[config.mk]
export PLATFORM = sky130hd
export DESIGN_NAME = spinner_quad_emu
export DESIGN_NICKNAME = d
export VERILOG_FILES = /design/src/rtl/spinner_pkg.sv /design/src/rtl/spinner_channel.sv /design/src/rtl/spinner_quad_emu.sv
export SDC_FILE = /design/constraint.sdc
export NUM_CORES = 1
export LEC_CHECK = 0
export ABC_AREA = 1
export BUFFER_PORTS_ARGS = -buffer_cell sky130_fd_sc_hd__buf_2
export CORE_AREA = 2 2 134 136
export CTS_CLUSTER_DIAMETER = 30
export DETAILED_ROUTE_END_ITERATION = 6
export DIE_AREA = 0 0 136 138
export GPL_ROUTABILITY_DRIVEN = 0
export PLACE_DENSITY = 0.72
export SYNTH_ARGS = -nofsm -noshare
export SYNTH_HDL_FRONTEND = slang
export SYNTH_SLANG_ARGS = --single-unit
[constraint.sdc]
create_clock -name clk_sys -period 2.58 [get_ports clk_sys]
set_input_delay 0.516 -clock clk_sys [delete_from_list [all_inputs] [get_ports clk_sys]]
set_output_delay 0.516 -clock clk_sys [all_outputs]
set_load 0.01 [all_outputs]
[src/rtl/spinner_pkg.sv]
// Shared types and helpers for the quadrature spinner emulator.
// The optional absolute position counter is enabled by SPINNER_ABSPOS_EN.
package spinner_pkg;

    typedef logic [1:0] quad_t;

    localparam quad_t QUAD_RESET = 2'b11;

    // Positive direction walks 00->10->11->01->00; negative walks it backwards.
    function automatic quad_t quad_next(input quad_t q, input logic neg);
        quad_t r;
        case (q)
            2'b00:   r = neg ? 2'b01 : 2'b10;
            2'b10:   r = neg ? 2'b00 : 2'b11;
            2'b11:   r = neg ? 2'b10 : 2'b01;
            default: r = neg ? 2'b11 : 2'b00;
        endcase
        return r;
    endfunction

    // Symmetric clamp: the most negative code is never produced.
    function automatic int sat_add(input int a, input int b, input int acc_w);
        int lim;
        int s;
        lim = (1 << (acc_w - 1)) - 1;
        s = a + b;
        if (s > lim) begin
            s = lim;
        end else if (s < -lim) begin
            s = -lim;
        end
        return s;
    endfunction

endpackage

[src/rtl/spinner_channel.sv]
// One spinner channel: pending-step accumulator, joystick poll timer and quadrature output.
// SPINNER_ABSPOS_EN adds a wrapping absolute step counter.
module spinner_channel
    import spinner_pkg::*;
#(
    parameter int DX_W          = 9,
    parameter int ACC_W         = 12,
    parameter int POLL_DIV      = 96000,
    parameter int JOY_STEP      = 4,
    parameter int JOY_STEP_FAST = 9
`ifdef SPINNER_ABSPOS_EN
    ,
    parameter int POS_W         = 16
`endif
) (
    input  logic            clk_sys,
    input  logic            reset,
    input  logic            step_tick,
    input  logic            mouse_tgl,
    input  logic [DX_W-1:0] mouse_dx,
    input  logic            joy_pos,
    input  logic            joy_neg,
    input  logic            joy_fast,
    output quad_t           quad,
    output logic            busy
`ifdef SPINNER_ABSPOS_EN
    ,
    output logic [POS_W-1:0] abs_pos
`endif
);

    localparam int                      PC_W      = $clog2(POLL_DIV + 1);
    localparam logic [PC_W-1:0]         POLL_LAST = PC_W'(POLL_DIV - 1);
    localparam logic signed [ACC_W-1:0] ACC_ONE   = ACC_W'(1);

    logic                    armed_q;
    logic                    tgl_q;
    logic                    tgl_prev_q;
    logic [DX_W-1:0]         dx_q;
    logic signed [ACC_W-1:0] acc_q;
    logic signed [ACC_W-1:0] acc_d;
    logic [PC_W-1:0]         poll_q;
    logic [PC_W-1:0]         poll_d;
    quad_t                   quad_q;
    quad_t                   quad_d;
    logic                    busy_q;

    logic signed [ACC_W-1:0] dx_ext;
    logic signed [ACC_W-1:0] load_mag;
    logic                    joy_held;
    logic                    joy_load;
    logic                    mouse_evt;
    logic                    do_step;

    assign dx_ext    = {{(ACC_W-DX_W){dx_q[DX_W-1]}}, dx_q};
    assign load_mag  = joy_fast ? ACC_W'(JOY_STEP_FAST) : ACC_W'(JOY_STEP);
    assign joy_held  = joy_pos | joy_neg;
    assign joy_load  = joy_held && (poll_q == POLL_LAST);
    assign mouse_evt = armed_q && (tgl_q != tgl_prev_q);
    // A step that collides with a load or a mouse event is dropped, not queued.
    assign do_step   = step_tick && (acc_q != '0) && !joy_load && !mouse_evt;

    always_comb begin
        acc_d  = acc_q;
        quad_d = quad_q;
        poll_d = (joy_held && !joy_load) ? poll_q + PC_W'(1) : '0;
        if (joy_load) begin
            acc_d = joy_pos ? load_mag : -load_mag;
        end else if (mouse_evt) begin
            if (dx_ext == '0) begin
                acc_d = acc_q;
            end else if ((acc_q == '0) || (acc_q[ACC_W-1] == dx_ext[ACC_W-1])) begin
                acc_d = ACC_W'(sat_add(int'(acc_q), int'(dx_ext), ACC_W));
            end else begin
                acc_d = dx_ext;
            end
        end else if (do_step) begin
            acc_d  = acc_q[ACC_W-1] ? acc_q + ACC_ONE : acc_q - ACC_ONE;
            quad_d = quad_next(quad_q, acc_q[ACC_W-1]);
        end
    end

    always_ff @(posedge clk_sys or negedge reset) begin
        if (!reset) begin
            armed_q    <= 1'b0;
            tgl_q      <= 1'b0;
            tgl_prev_q <= 1'b0;
            dx_q       <= '0;
            acc_q      <= '0;
            poll_q     <= '0;
            quad_q     <= QUAD_RESET;
            busy_q     <= 1'b0;
        end else begin
            // Until armed, both history stages load the live toggle so no edge is seen.
            armed_q    <= 1'b1;
            tgl_q      <= mouse_tgl;
            tgl_prev_q <= armed_q ? tgl_q : mouse_tgl;
            dx_q       <= mouse_dx;
            acc_q      <= acc_d;
            poll_q     <= poll_d;
            quad_q     <= quad_d;
            busy_q     <= (acc_d != '0);
        end
    end

    assign quad = quad_q;
    assign busy = busy_q;

`ifdef SPINNER_ABSPOS_EN
    logic [POS_W-1:0] pos_q;

    always_ff @(posedge clk_sys or negedge reset) begin
        if (!reset) begin
            pos_q <= '0;
        end else if (do_step) begin
            pos_q <= acc_q[ACC_W-1] ? pos_q - POS_W'(1) : pos_q + POS_W'(1);
        end
    end

    assign abs_pos = pos_q;
`endif

endmodule

[src/rtl/spinner_quad_emu.sv]
// Mouse/joystick to AB quadrature spinner converter, NUM_CH channels with a shared step prescaler.
// Define SPINNER_ABSPOS_EN to expose the abs_pos step counters.
module spinner_quad_emu
    import spinner_pkg::*;
#(
    parameter int NUM_CH        = 2,
    parameter int DX_W          = 9,
    parameter int ACC_W         = 12,
    parameter int STEP_DIV      = 12,
    parameter int POLL_DIV      = 96000,
    parameter int JOY_STEP      = 4,
    parameter int JOY_STEP_FAST = 9
`ifdef SPINNER_ABSPOS_EN
    ,
    parameter int POS_W         = 16
`endif
) (
    input  logic                   clk_sys,
    input  logic                   reset,
    input  logic [NUM_CH-1:0]      mouse_tgl,
    input  logic [NUM_CH*DX_W-1:0] mouse_dx,
    input  logic [NUM_CH-1:0]      joy_pos,
    input  logic [NUM_CH-1:0]      joy_neg,
    input  logic [NUM_CH-1:0]      joy_fast,
    output logic [2*NUM_CH-1:0]    quad,
    output logic [NUM_CH-1:0]      busy
`ifdef SPINNER_ABSPOS_EN
    ,
    output logic [NUM_CH*POS_W-1:0] abs_pos
`endif
);

    localparam int              SD_W      = $clog2(STEP_DIV);
    localparam logic [SD_W-1:0] STEP_LAST = SD_W'(STEP_DIV - 1);

    logic [SD_W-1:0] div_q;
    logic [SD_W-1:0] div_d;
    logic            step_tick;

    assign step_tick = (div_q == STEP_LAST);
    assign div_d     = step_tick ? '0 : div_q + SD_W'(1);

    always_ff @(posedge clk_sys or negedge reset) begin
        if (!reset) begin
            div_q <= '0;
        end else begin
            div_q <= div_d;
        end
    end

    generate
        for (genvar gi = 0; gi < NUM_CH; gi++) begin : g_ch
            quad_t ch_quad;

            spinner_channel #(
                .DX_W          (DX_W),
                .ACC_W         (ACC_W),
                .POLL_DIV      (POLL_DIV),
                .JOY_STEP      (JOY_STEP),
                .JOY_STEP_FAST (JOY_STEP_FAST)
`ifdef SPINNER_ABSPOS_EN
                ,
                .POS_W         (POS_W)
`endif
            ) u_ch (
                .clk_sys   (clk_sys),
                .reset     (reset),
                .step_tick (step_tick),
                .mouse_tgl (mouse_tgl[gi]),
                .mouse_dx  (mouse_dx[gi*DX_W +: DX_W]),
                .joy_pos   (joy_pos[gi]),
                .joy_neg   (joy_neg[gi]),
                .joy_fast  (joy_fast[gi]),
                .quad      (ch_quad),
                .busy      (busy[gi])
`ifdef SPINNER_ABSPOS_EN
                ,
                .abs_pos   (abs_pos[gi*POS_W +: POS_W])
`endif
            );

            assign quad[2*gi +: 2] = ch_quad;
        end
    endgenerate

endmodule

==> results list, run 1 <==
- Register bit count reported by yosys: about 90
- After detailed routing, the average wire length per cell comes to roughly 13 um.
* Sw Share: 47.7%
- Clk slew on worst S/H paths: around 0.07 ns
* RSZ-0062 raised after global routing: true
* Library cell used as clock root buffer: sky130_fd_sc_hd__clkbuf_16
- In this run the power spent charging and discharging nets is roughly 6000 uW.
* Sequential-to-total area share from yosys stat: a little under 30%
* Latest clock arrival within the worst-skew pair: about 0.36 ns
- For the pin with the worst max-slew slack, the measured transition is around 0.54 ns.
* Static leakage power: roughly 0.0052 uW
- TritonCTS created 9 clock buffers.
* DRC Markers: 0
- The final number of hold-violating endpoints was 0.
- Worst Setup SP: g_ch[0].u_ch.acc_q[7]
- GR Util met3: under 10%
- Number of synthesized flops with an enable pin: 0
* Crit-path max FO: 5
- Busiest layer in global routing: met2
- The first global-routing pass estimated roughly 33000 um of wire.
- Number of max-slew violations in the final report: 0
- Clock skew on the completed layout was measured at ~0.011 ns.
- The tightest min-delay check is of the input port to asynchronous set/reset pin type.
- Peak supply drop: a little under 0.0007 V
- Clock tree from TritonCTS: built
- Critical path required time: 2.82 ns
* Critical path capture point type: flop
- In the post-route analysis, the smallest setup slack over all paths is -0.347 ns.
- In this design, the stage delay of the slowest critical-path cell is 0.46 ns.
- Post-DP HPWL: ~15000 um
* Total inserted antenna cells: 0
- Global Route Usage Sum: roughly a fifth
- Standard-cell row count: between 40 and 50
* Initial antenna violation count: 0
- Final count of negative-setup-slack endpoints: 16
- The number of different library cells used by synthesis comes to 58.
* Startpoint-to-endpoint class of the critical path: flop to flop
- Final WL: roughly 20000 um
- In this run, post-CTS hold repair placed 0 buffers.
* Overflow left after global routing: 0
- Critical-path cell list: ha_4 > nand2_1 > inv_1 > a21oi_2 > nand2_4 > buf_4 > nand2_1 > nand3_1 > nor2_1 > nand3_1 > nand2_2 > nand2_4 > nand2_2 > nand2_1 > o21ai_1 > nand2_1 > nand2_1 > nand2_1 > nand2_2 > nand2_2 > nor2_2 > nand3_1
* Commonest cells post-synth: sky130_fd_sc_hd__nand2_1 (367), sky130_fd_sc_hd__inv_1 (167), sky130_fd_sc_hd__dfrtp_1 (87), sky130_fd_sc_hd__nor2_1 (81), sky130_fd_sc_hd__nand3_1 (60)
- Via count of the first global-routing pass: 7184
- Via-to-Cell Ratio: between 4 and 5
- Fraction of layout instances using a drive strength above 1: a little over a quarter
* Die outline width: 136 um
- At the worst endpoint, the arrival time is 3.17 ns.
* Die area: 0.0188 sq mm
- The internal power of the cells totals approximately 6600 uW.
- Critical Path Start Type: flop
* Sequential cell fraction of total power: approximately 16%
* Part of the power in the clock network: about a tenth
- PwrDens: roughly 1300 mW/mm^2
- Final critical delay including setup and external delays: a little under 3 ns
- In the synthesized netlist, the number of instances is between 1000 and 1500.
- Timing would allow up to approximately 340 MHz.
- Area of the mapped netlist: 0.00769 sq mm
- Cell taking the most area after synthesis: sky130_fd_sc_hd__dfrtp_1
* Headroom to the max-slew limit: 63.8%
- 34 I/O pins were placed.
- The largest individual stage delay along the critical path comes from the cell sky130_fd_sc_hd__dfrtp_1.
* Violations in the final reports: setup timing
- In this design, the critical path's most frequently occurring cell is sky130_fd_sc_hd__nand2_1.
* CTS HTree Levels: 3
- The final layout contains between 1000 and 1500 nets.
- After synthesis, the mean cell area works out to between 6 and 7 sq um.
- Counting every sink on the clock net gives roughly 90.
- Of the post-synthesis cell area, the dominant cell type holds 28.3%.
* Number of warnings reported in the yosys synthesis log: 0
* Height of the die: ~140 um
* Final worst path period share: 113%
- Count leader, synth: sky130_fd_sc_hd__nand2_1
- Utilization after layout: 56.5%
- Across all hold checks on the routed design, the worst slack comes to roughly 0.13 ns.
* Worst R2R Start: g_ch[0].u_ch.acc_q[7]
- Met1 Usage GRT: between 20% and 30%
* Max Cap Violations: 0
- Core area: 0.0175 sq mm
- Among all flip-flop cells after synthesis, the most frequent one is sky130_fd_sc_hd__dfrtp_1.
- First-iteration detailed-routing DRC count: 557
* Power share of the combinational group: 73.1%
* Filler Cell Count: 1600
- Detailed-routing iteration count for the pre-antenna-repair pass: 5
- Fraction of registers with async set/reset: 100%
* Routed vias: slightly below 8000
- Synthesis produced a netlist with a net count of 1217.
- Antenna Nets Post-Route: 0
- Entering global routing, the biggest net connects 40 pins.
- GR Util met2: between 30% and 40%
- Top post-synthesis cells by area: sky130_fd_sc_hd__dfrtp_1 (28%), sky130_fd_sc_hd__nand2_1 (18%), sky130_fd_sc_hd__ha_1 (8.6%)
* Result of the run: complete, but fails checks
- Area added between synthesis and finish: 28.9%
* Starting density of the core: between 40 and 50%
- In this run the tool buffered the top-level ports with 33 buffer cells.
* Buffer levels on the longest clock path: 2
[metal layers]
layer  wire length (um)  vias up
met3                730       44
met2               9840      168
met5                  0        -
li1                   -     3939
met4                541        0
met1               9300     3533
[final timing paths]
check                      slack [ns]                     end  cells after the start
setup / recovery                -0.35       g_ch[0].u_ch.busy                     22
hold / removal                   0.13    g_ch[0].u_ch.dx_q[2]                      1
setup reg to reg                -0.35       g_ch[0].u_ch.busy                     22
hold reg to reg                  0.46  g_ch[1].u_ch.poll_q[0]                      1
max in group asynchronous        1.71    g_ch[1].u_ch.quad[0]                      2
min in group clk_sys             0.26    g_ch[1].u_ch.dx_q[3]                      1
[power groups by stage]
stage | clock (uW) | sequential (uW) | combinational, uW
floorplan | 0 | 2050 | 5070
global placement | 0 | 2000 | 7670
detailed placement | 0 | 2010 | 7780
CTS | 1370 | 1990 | 8110
global route | 1440 | 2070 | 10200
finish | 1340 | 2040 | 9200
[cells in the final DEF, fill, tap and decap left out, types with 4 or more instances in the layout]
cell / Yosys / final
sky130_fd_sc_hd__nand2_1: 367 / 331
sky130_fd_sc_hd__inv_1: 167 / 157
sky130_fd_sc_hd__buf_4: 5 / 137
sky130_fd_sc_hd__dfrtp_1: 87 / 84
sky130_fd_sc_hd__nor2_1: 81 / 78
sky130_fd_sc_hd__nand3_1: 60 / 56
sky130_fd_sc_hd__o21ai_0: 53 / 50
sky130_fd_sc_hd__ha_1: 53 / 40
sky130_fd_sc_hd__nand2_2: 11 / 39
sky130_fd_sc_hd__a21oi_1: 37 / 33
sky130_fd_sc_hd__buf_2: 4 / 32
sky130_fd_sc_hd__nor3_1: 28 / 26
sky130_fd_sc_hd__inv_2: 9 / 19
sky130_fd_sc_hd__nand2_4: 5 / 15
sky130_fd_sc_hd__or2_2: 15 / 15
sky130_fd_sc_hd__xor2_1: 17 / 14
sky130_fd_sc_hd__o211ai_1: 12 / 12
sky130_fd_sc_hd__xnor2_1: 11 / 11
sky130_fd_sc_hd__ha_4: 0 / 11
sky130_fd_sc_hd__clkbuf_16: 0 / 9
sky130_fd_sc_hd__nor2_2: 5 / 8
sky130_fd_sc_hd__nor3b_1: 8 / 8
sky130_fd_sc_hd__o21ai_1: 7 / 8
sky130_fd_sc_hd__nand4_1: 7 / 7
sky130_fd_sc_hd__buf_6: 2 / 7
sky130_fd_sc_hd__nand3b_1: 6 / 6
sky130_fd_sc_hd__a21oi_2: 5 / 6
sky130_fd_sc_hd__nand3_2: 3 / 6
sky130_fd_sc_hd__a21oi_4: 2 / 6
sky130_fd_sc_hd__and3_1: 5 / 5
sky130_fd_sc_hd__o21bai_1: 5 / 5
sky130_fd_sc_hd__nor2_4: 4 / 4
sky130_fd_sc_hd__nor3_2: 2 / 4
sky130_fd_sc_hd__a31oi_1: 5 / 4
sky130_fd_sc_hd__o21ai_2: 2 / 4
sky130_fd_sc_hd__dfstp_2: 4 / 4
[flip-flops by register name, indices dropped and copies added, names as in the netlist]
name / flops
g_ch.u_ch.dx_q: 18
g_ch.u_ch.quad: 4
g_ch.u_ch.busy: 2
g_ch.u_ch.acc_q: 24
g_ch.u_ch.poll_q: 34
div_q: 4
g_ch.u_ch.tgl_prev_q: 2
g_ch.u_ch.tgl_q: 2
g_ch.u_ch.armed_q: 1
[cell type report]
cell class	count	area [sq um]	share of cell area, %
Inverter	179	679	6.86
Multi-Input combinational cell	848	5070	51.2
Clock buffer	10	239	2.41
Tap cell	229	287	2.89
Timing Repair Buffer	177	1290	13.0
Clock inverter	6	56.3	0.568
Sequential cell	91	2290	23.1
[critical path: cells and delay by family (launching register included)]
family | cells | cell delay (ns)
fa+ha+maj | 1 | 0.29
flops | 1 | 0.46
compound gates | 2 | 0.31
buf+inv | 2 | 0.20
simple gates | 17 | 1.54
[kinds of logic after synthesis]
kind of cell	after synthesis	synth area share (%)
multiplexers	2	0.293
AO/OA/AOI/OAI	136	10.5
adder cells (fa/ha/maj)	57	9.67
other	1	0.0488
AND/OR/NAND/NOR	619	35.9
flip-flops	91	29.7
buffers and inverters	196	10.1
XOR/XNOR	30	3.76
[metrics by stage]
stage	setup WS, ns	cell area [sq um]	TNS [ns]	total power (uW)	instances
floorplan	0.0128	7700	0	7120	1132
global placement	-0.223	9010	-0.390	9670	1503
detailed placement	-0.299	9010	-1.09	9780	1503
CTS	-0.141	9450	-0.313	11500	1528
global route	-0.533	9910	-5.79	13700	1540
finish	-0.347	9910	-1.85	12600	1540
[repair_timing]
item	CTS	global route
pin swaps	10	40
setup endpoints to repair	18	26
gates cloned	2	2
buffers inserted	7	12
resized for setup	24	87
Power figures use the tool's default switching activity.
==> inputs of run 2 (changes only) <==
ABC_AREA = 0   (was 1)
BUFFER_PORTS_ARGS = -buffer_cell sky130_fd_sc_hd__buf_4   (was -buffer_cell sky130_fd_sc_hd__buf_2)
CORE_AREA = 2 2 130 132   (was 2 2 134 136)
DIE_AREA = 0 0 132 134   (was 0 0 136 138)
==> run 2 against run 1 <==
Effect of this change: largest cell class unchanged; first-iteration DRC count grew 32%; largest power group unchanged; fmax shrank 23%; die area is 5.8% lower; count of clock-buffer cells in the layout shrank 1; critical path type unchanged; the run still ends with setup timing left; combinational power is 24% higher; design area up 13%.
==> results list, run 2 <==
- The final-stage net count is 1250 (-10%).
* Top post-synthesis cells by area: sky130_fd_sc_hd__dfrtp_1 (30%), sky130_fd_sc_hd__ha_1 (9.3%), sky130_fd_sc_hd__nor2_1 (4.3%)
- Setup repair after global routing could not meet its margin everywhere.
- The number of slew-limit violations in the final report was 0 (unchanged).
- The height of the die was 134 um (-2.9%).
- The part of the total power dissipated in the clock network was 9.7% (-1.0 points).
- The routed via count was 8260 (+7.5%).
- The clock slew at the register clock pins of the worst setup and hold paths is 0.08 ns (about the same).
- The detailed-routing iteration count for the pre-antenna-repair pass is 5 (unchanged).
- Share of the synthesized area in the top cell type: 30.4% (+2.1 points)
* Top-level port count: 34 (unchanged)
- Final critical delay including setup and external delays: 3.82 ns (+0.892 ns)
- Utilization after layout: 68.5% (+12 points)
* Library cell used as clock root buffer: sky130_fd_sc_hd__clkbuf_16
- The layout cell share with drive strength beyond 1 is 42.9% (+16 points).
- The peak fanout along the critical path was 2 (-3).
* Global Route Usage Sum: 28.0% (+6.9 points)
- Register with the highest flop count: g_ch.u_ch.poll_q
- The core footprint came to 0.0163 sq mm (-7.1%).
* Headroom to the max-slew limit: 35.0% (-29 points)
* Sequential cell fraction of total power: 13.2% (-3.0 points)
* Hold/Removal Path Class: input port to asynchronous set/reset pin
- The number of distinct standard cells referenced by the synthesized netlist is 89 (+53%).
- Starting density of the core: 44.0% (+0.13 points)
- Register bit count reported by yosys: 91 (unchanged)
* Antenna Nets Post-Route: 0 (unchanged)
* Overflow left after global routing: 0 (unchanged)
- The power dissipated by switching net loads is 6510 uW (+8.4%).
- The portion of the post-synthesis area used by sequential elements was 31.9% (+2.2 points).
- The largest registers in the layout are g_ch.u_ch.poll_q (34), g_ch.u_ch.acc_q (24), g_ch.u_ch.dx_q (18).
- STA classifies the critical path endpoint as a flop.
- Die area: 0.0177 sq mm (-5.8%)
* Sw Share: 43.8% (-3.9 points)
* Endpoints failing hold: 0 (unchanged)
* Initial antenna violation count: 0 (unchanged)
* Startpoint-to-endpoint class of the critical path: flop to flop
- Most common library cell in the layout ignoring fill and taps: sky130_fd_sc_hd__buf_4
- Internal Pwr Total: 8360 uW (+27%)
* Critical Path Start Type: flop
- The data arrival time at the worst-slack endpoint was 4.06 ns (+0.89 ns).
- Via-to-Cell Ratio: 5.94 (+19%)
- Peak supply drop: 0.000770 V (+13%)
- The transition at the pin with the smallest max-transition slack came to 0.968 ns (+0.425 ns).
- Number of nets produced by synthesis: 920 (-24%)
* Final worst path period share: 148% (+35 points)
* Post-synthesis average cell area: 8.58 sq um (+26%)
* Number of warnings reported in the yosys synthesis log: 0 (unchanged)
* Maximum number of pins on one net before global-route repair: 38 (-5.0%)
- Register-to-Register Setup Slack: -1.24 ns (-0.89 ns)
* Number of hold buffers added after CTS: 0 (unchanged)
* Violations in the final reports: setup timing
- Maximum clock skew at final layout: 0.0142 ns (+0.00294 ns)
- The remaining routing DRC violations is 0 (unchanged).
- Primary FF master, synth: sky130_fd_sc_hd__dfrtp_1
* Count leader, synth: sky130_fd_sc_hd__dfrtp_1
- Setup slack of the critical path after layout: -1.24 ns (-0.892 ns)
* Final design area excluding fillers: 0.0112 sq mm (+13%)
* Fraction of registers with async set/reset: 100% (unchanged)
- The average wire per standard cell came to 18.5 um (+40%).
* Via count of the first global-routing pass: 8407 (+17%)
- The CTS buffer count came to 9 (unchanged).
- Area of the mapped netlist: 0.00716 sq mm (-6.8%)
- The total clock sinks came to 91 (unchanged).
- The wire length of the first global-routing pass came to 39900 um (+22%).
* Total inserted antenna cells: 0 (unchanged)
* Commonest cells post-synth: sky130_fd_sc_hd__dfrtp_1 (87), sky130_fd_sc_hd__nor2_1 (82), sky130_fd_sc_hd__nand2_1 (63), sky130_fd_sc_hd__o21ai_0 (55), sky130_fd_sc_hd__ha_1 (53)
- First-iteration detailed-routing DRC count: 733 (+32%)
- Number of synthesized flops with an enable pin: 0 (unchanged)
* Filler Cell Count: 1175 (-27%)
- Power share of the combinational group: 77.0% (+3.9 points)
- In the layout the commonest cells are sky130_fd_sc_hd__buf_4 (313), sky130_fd_sc_hd__dfrtp_1 (84), sky130_fd_sc_hd__nor2_1 (77), sky130_fd_sc_hd__nand2_1 (55), sky130_fd_sc_hd__ha_1 (40).
- Result of the run: complete, but fails checks
- The critical path data required time was 2.82 ns (about the same).
- Max Cap Violations: 0 (unchanged)
- The H-tree level count came to 3 (unchanged).
- TritonCTS built the clock tree.
- Cell taking the most area after synthesis: sky130_fd_sc_hd__dfrtp_1
- Flip-flop count of the largest register, all copies and words added: 34 (unchanged)
- The total leakage power came to 0.00511 uW (-2.7%).
- Post-DP HPWL: 17000 um (+15%)
- Syn Inst Count: 835 (-26%)
- The placed cell area is 0.00968 sq mm (+7.5%).
* Final count of negative-setup-slack endpoints: 26 (+10)
- The power per cell area was 1330 mW/mm^2 (+4.9%).
* Die outline width: 132 um (-2.9%)
- Buffer levels on the longest clock path: 2 (unchanged)
* Latest clock arrival within the worst-skew pair: 0.37 ns (about the same)
- The row count came to 47 (-4.1%).
- Count of input and output buffers: 33 (unchanged)
* Area added between synthesis and finish: 55.8%
* Final WL: 25800 um (+26%)
* FMAX: 262 MHz (-23%)
run 2: cell count changes after synthesis, moves of 9 or more:
cell and change:
sky130_fd_sc_hd__nand3_1 -28, sky130_fd_sc_hd__xnor2_1 +17, sky130_fd_sc_hd__clkbuf_1 +15, sky130_fd_sc_hd__nand2_1 -304, sky130_fd_sc_hd__or3_1 +15, sky130_fd_sc_hd__inv_2 -9, sky130_fd_sc_hd__a21o_1 +16, sky130_fd_sc_hd__nand2_2 -11
sky130_fd_sc_hd__or2_2 -12, sky130_fd_sc_hd__inv_1 -130, sky130_fd_sc_hd__xor2_1 +16, sky130_fd_sc_hd__o21a_1 +9, sky130_fd_sc_hd__a21oi_1 +11
run 2: final cells by class:
cell class                      instances  area [sq um]  share of cell area [%]
Timing Repair Buffer                  346          2750                    24.6
Sequential cell                        91          2290                    20.5
Clock buffer                            9           225                    2.02
Multi-Input combinational cell        680          5390                    48.3
Tap cell                              220           275                    2.47
Inverter                               37           144                    1.29
Clock inverter                          7          91.3                   0.818
run 2: final timing paths:
kind / from / to / cells past startpoint
setup / recovery: g_ch[1].u_ch.dx_q[0] / g_ch[1].u_ch.busy / 15
hold / removal: reset / g_ch[1].u_ch.poll_q[4] / 1
setup reg to reg: g_ch[1].u_ch.dx_q[0] / g_ch[1].u_ch.busy / 15
hold reg to reg: g_ch[1].u_ch.quad[1] / g_ch[1].u_ch.quad[1] / 2
max in group asynchronous: reset / g_ch[0].u_ch.quad[0] / 2
min in group clk_sys: mouse_dx[3] / g_ch[0].u_ch.dx_q[3] / 1
run 2: cells by family (layout without fill, tap and decap cells):
group | Yosys count | after routing | synth area share, %
simple gates | 304 | 304 | 21.2
other cells | 1 | 1 | 0.0524
mux | 8 | 8 | 1.21
buf+inv | 64 | 399 | 3.74
flops | 91 | 91 | 31.9
fa+ha+maj | 58 | 58 | 10.5
xor+xnor | 61 | 61 | 7.46
compound gates | 248 | 248 | 24.0
run 2: metrics by stage:
stage / cells / setup slack, ns / setup TNS, ns / total power (uW) / hold WS, ns
after floorplan: 835 / -1.10 / -5.71 / 6700 / 0.220
after global placement: 1332 / -1.16 / -11.21 / 10200 / 0.476
after detailed placement: 1332 / -1.26 / -12.46 / 10500 / 0.498
after CTS: 1376 / -1.13 / -10.83 / 13700 / 0.153
after global routing: 1390 / -1.40 / -15.51 / 15700 / 0.166
final: 1390 / -1.24 / -12.72 / 14900 / 0.139
run 2: repair_timing:
| action | in CTS | in global routing |
|---|---|---|
| gates cloned | 0 | 0 |
| gates resized for setup | 128 | 46 |
| endpoints found under the setup margin | 26 | 26 |
| pin swaps | 80 | 44 |
| setup buffers | 35 | 20 |
run 2: worst max-delay path, cell delays in order, from the launching register on:
cell and delay (ns):
sky130_fd_sc_hd__dfrtp_1 0.39, sky130_fd_sc_hd__ha_4 0.16, sky130_fd_sc_hd__inv_2 0.04, sky130_fd_sc_hd__fa_2 0.39, sky130_fd_sc_hd__nor2b_4 0.13, sky130_fd_sc_hd__buf_4 0.13, sky130_fd_sc_hd__o22ai_2 0.10, sky130_fd_sc_hd__xnor2_2 0.19
sky130_fd_sc_hd__nor4b_4 0.30, sky130_fd_sc_hd__nand4_1 0.18, sky130_fd_sc_hd__buf_4 0.18, sky130_fd_sc_hd__o41ai_4 0.25, sky130_fd_sc_hd__o311a_1 0.24, sky130_fd_sc_hd__o221ai_1 0.10, sky130_fd_sc_hd__or4_1 0.51, sky130_fd_sc_hd__or4_1 0.40
run 2: routing by layer:
metal	up-vias	GRT usage [%]	share of wire, %	wire (um)
met5	-	0	0	0
met4	0	17.4	6.8	1760
met3	174	5.44	6.4	1660
met2	412	49.1	48	12400
met1	3908	31.4	39	9940
li1	3766	-	-	-
run 2: power by group through the flow:
stage,logic (uW),clock network (uW),registers (uW)
6_report,11400,1450,1970
5_1_grt,12200,1540,2000
4_1_cts,10200,1470,1960
3_5_place_dp,8480,0,1990
3_3_place_gp,8270,0,1970
2_1_floorplan,4610,0,2100
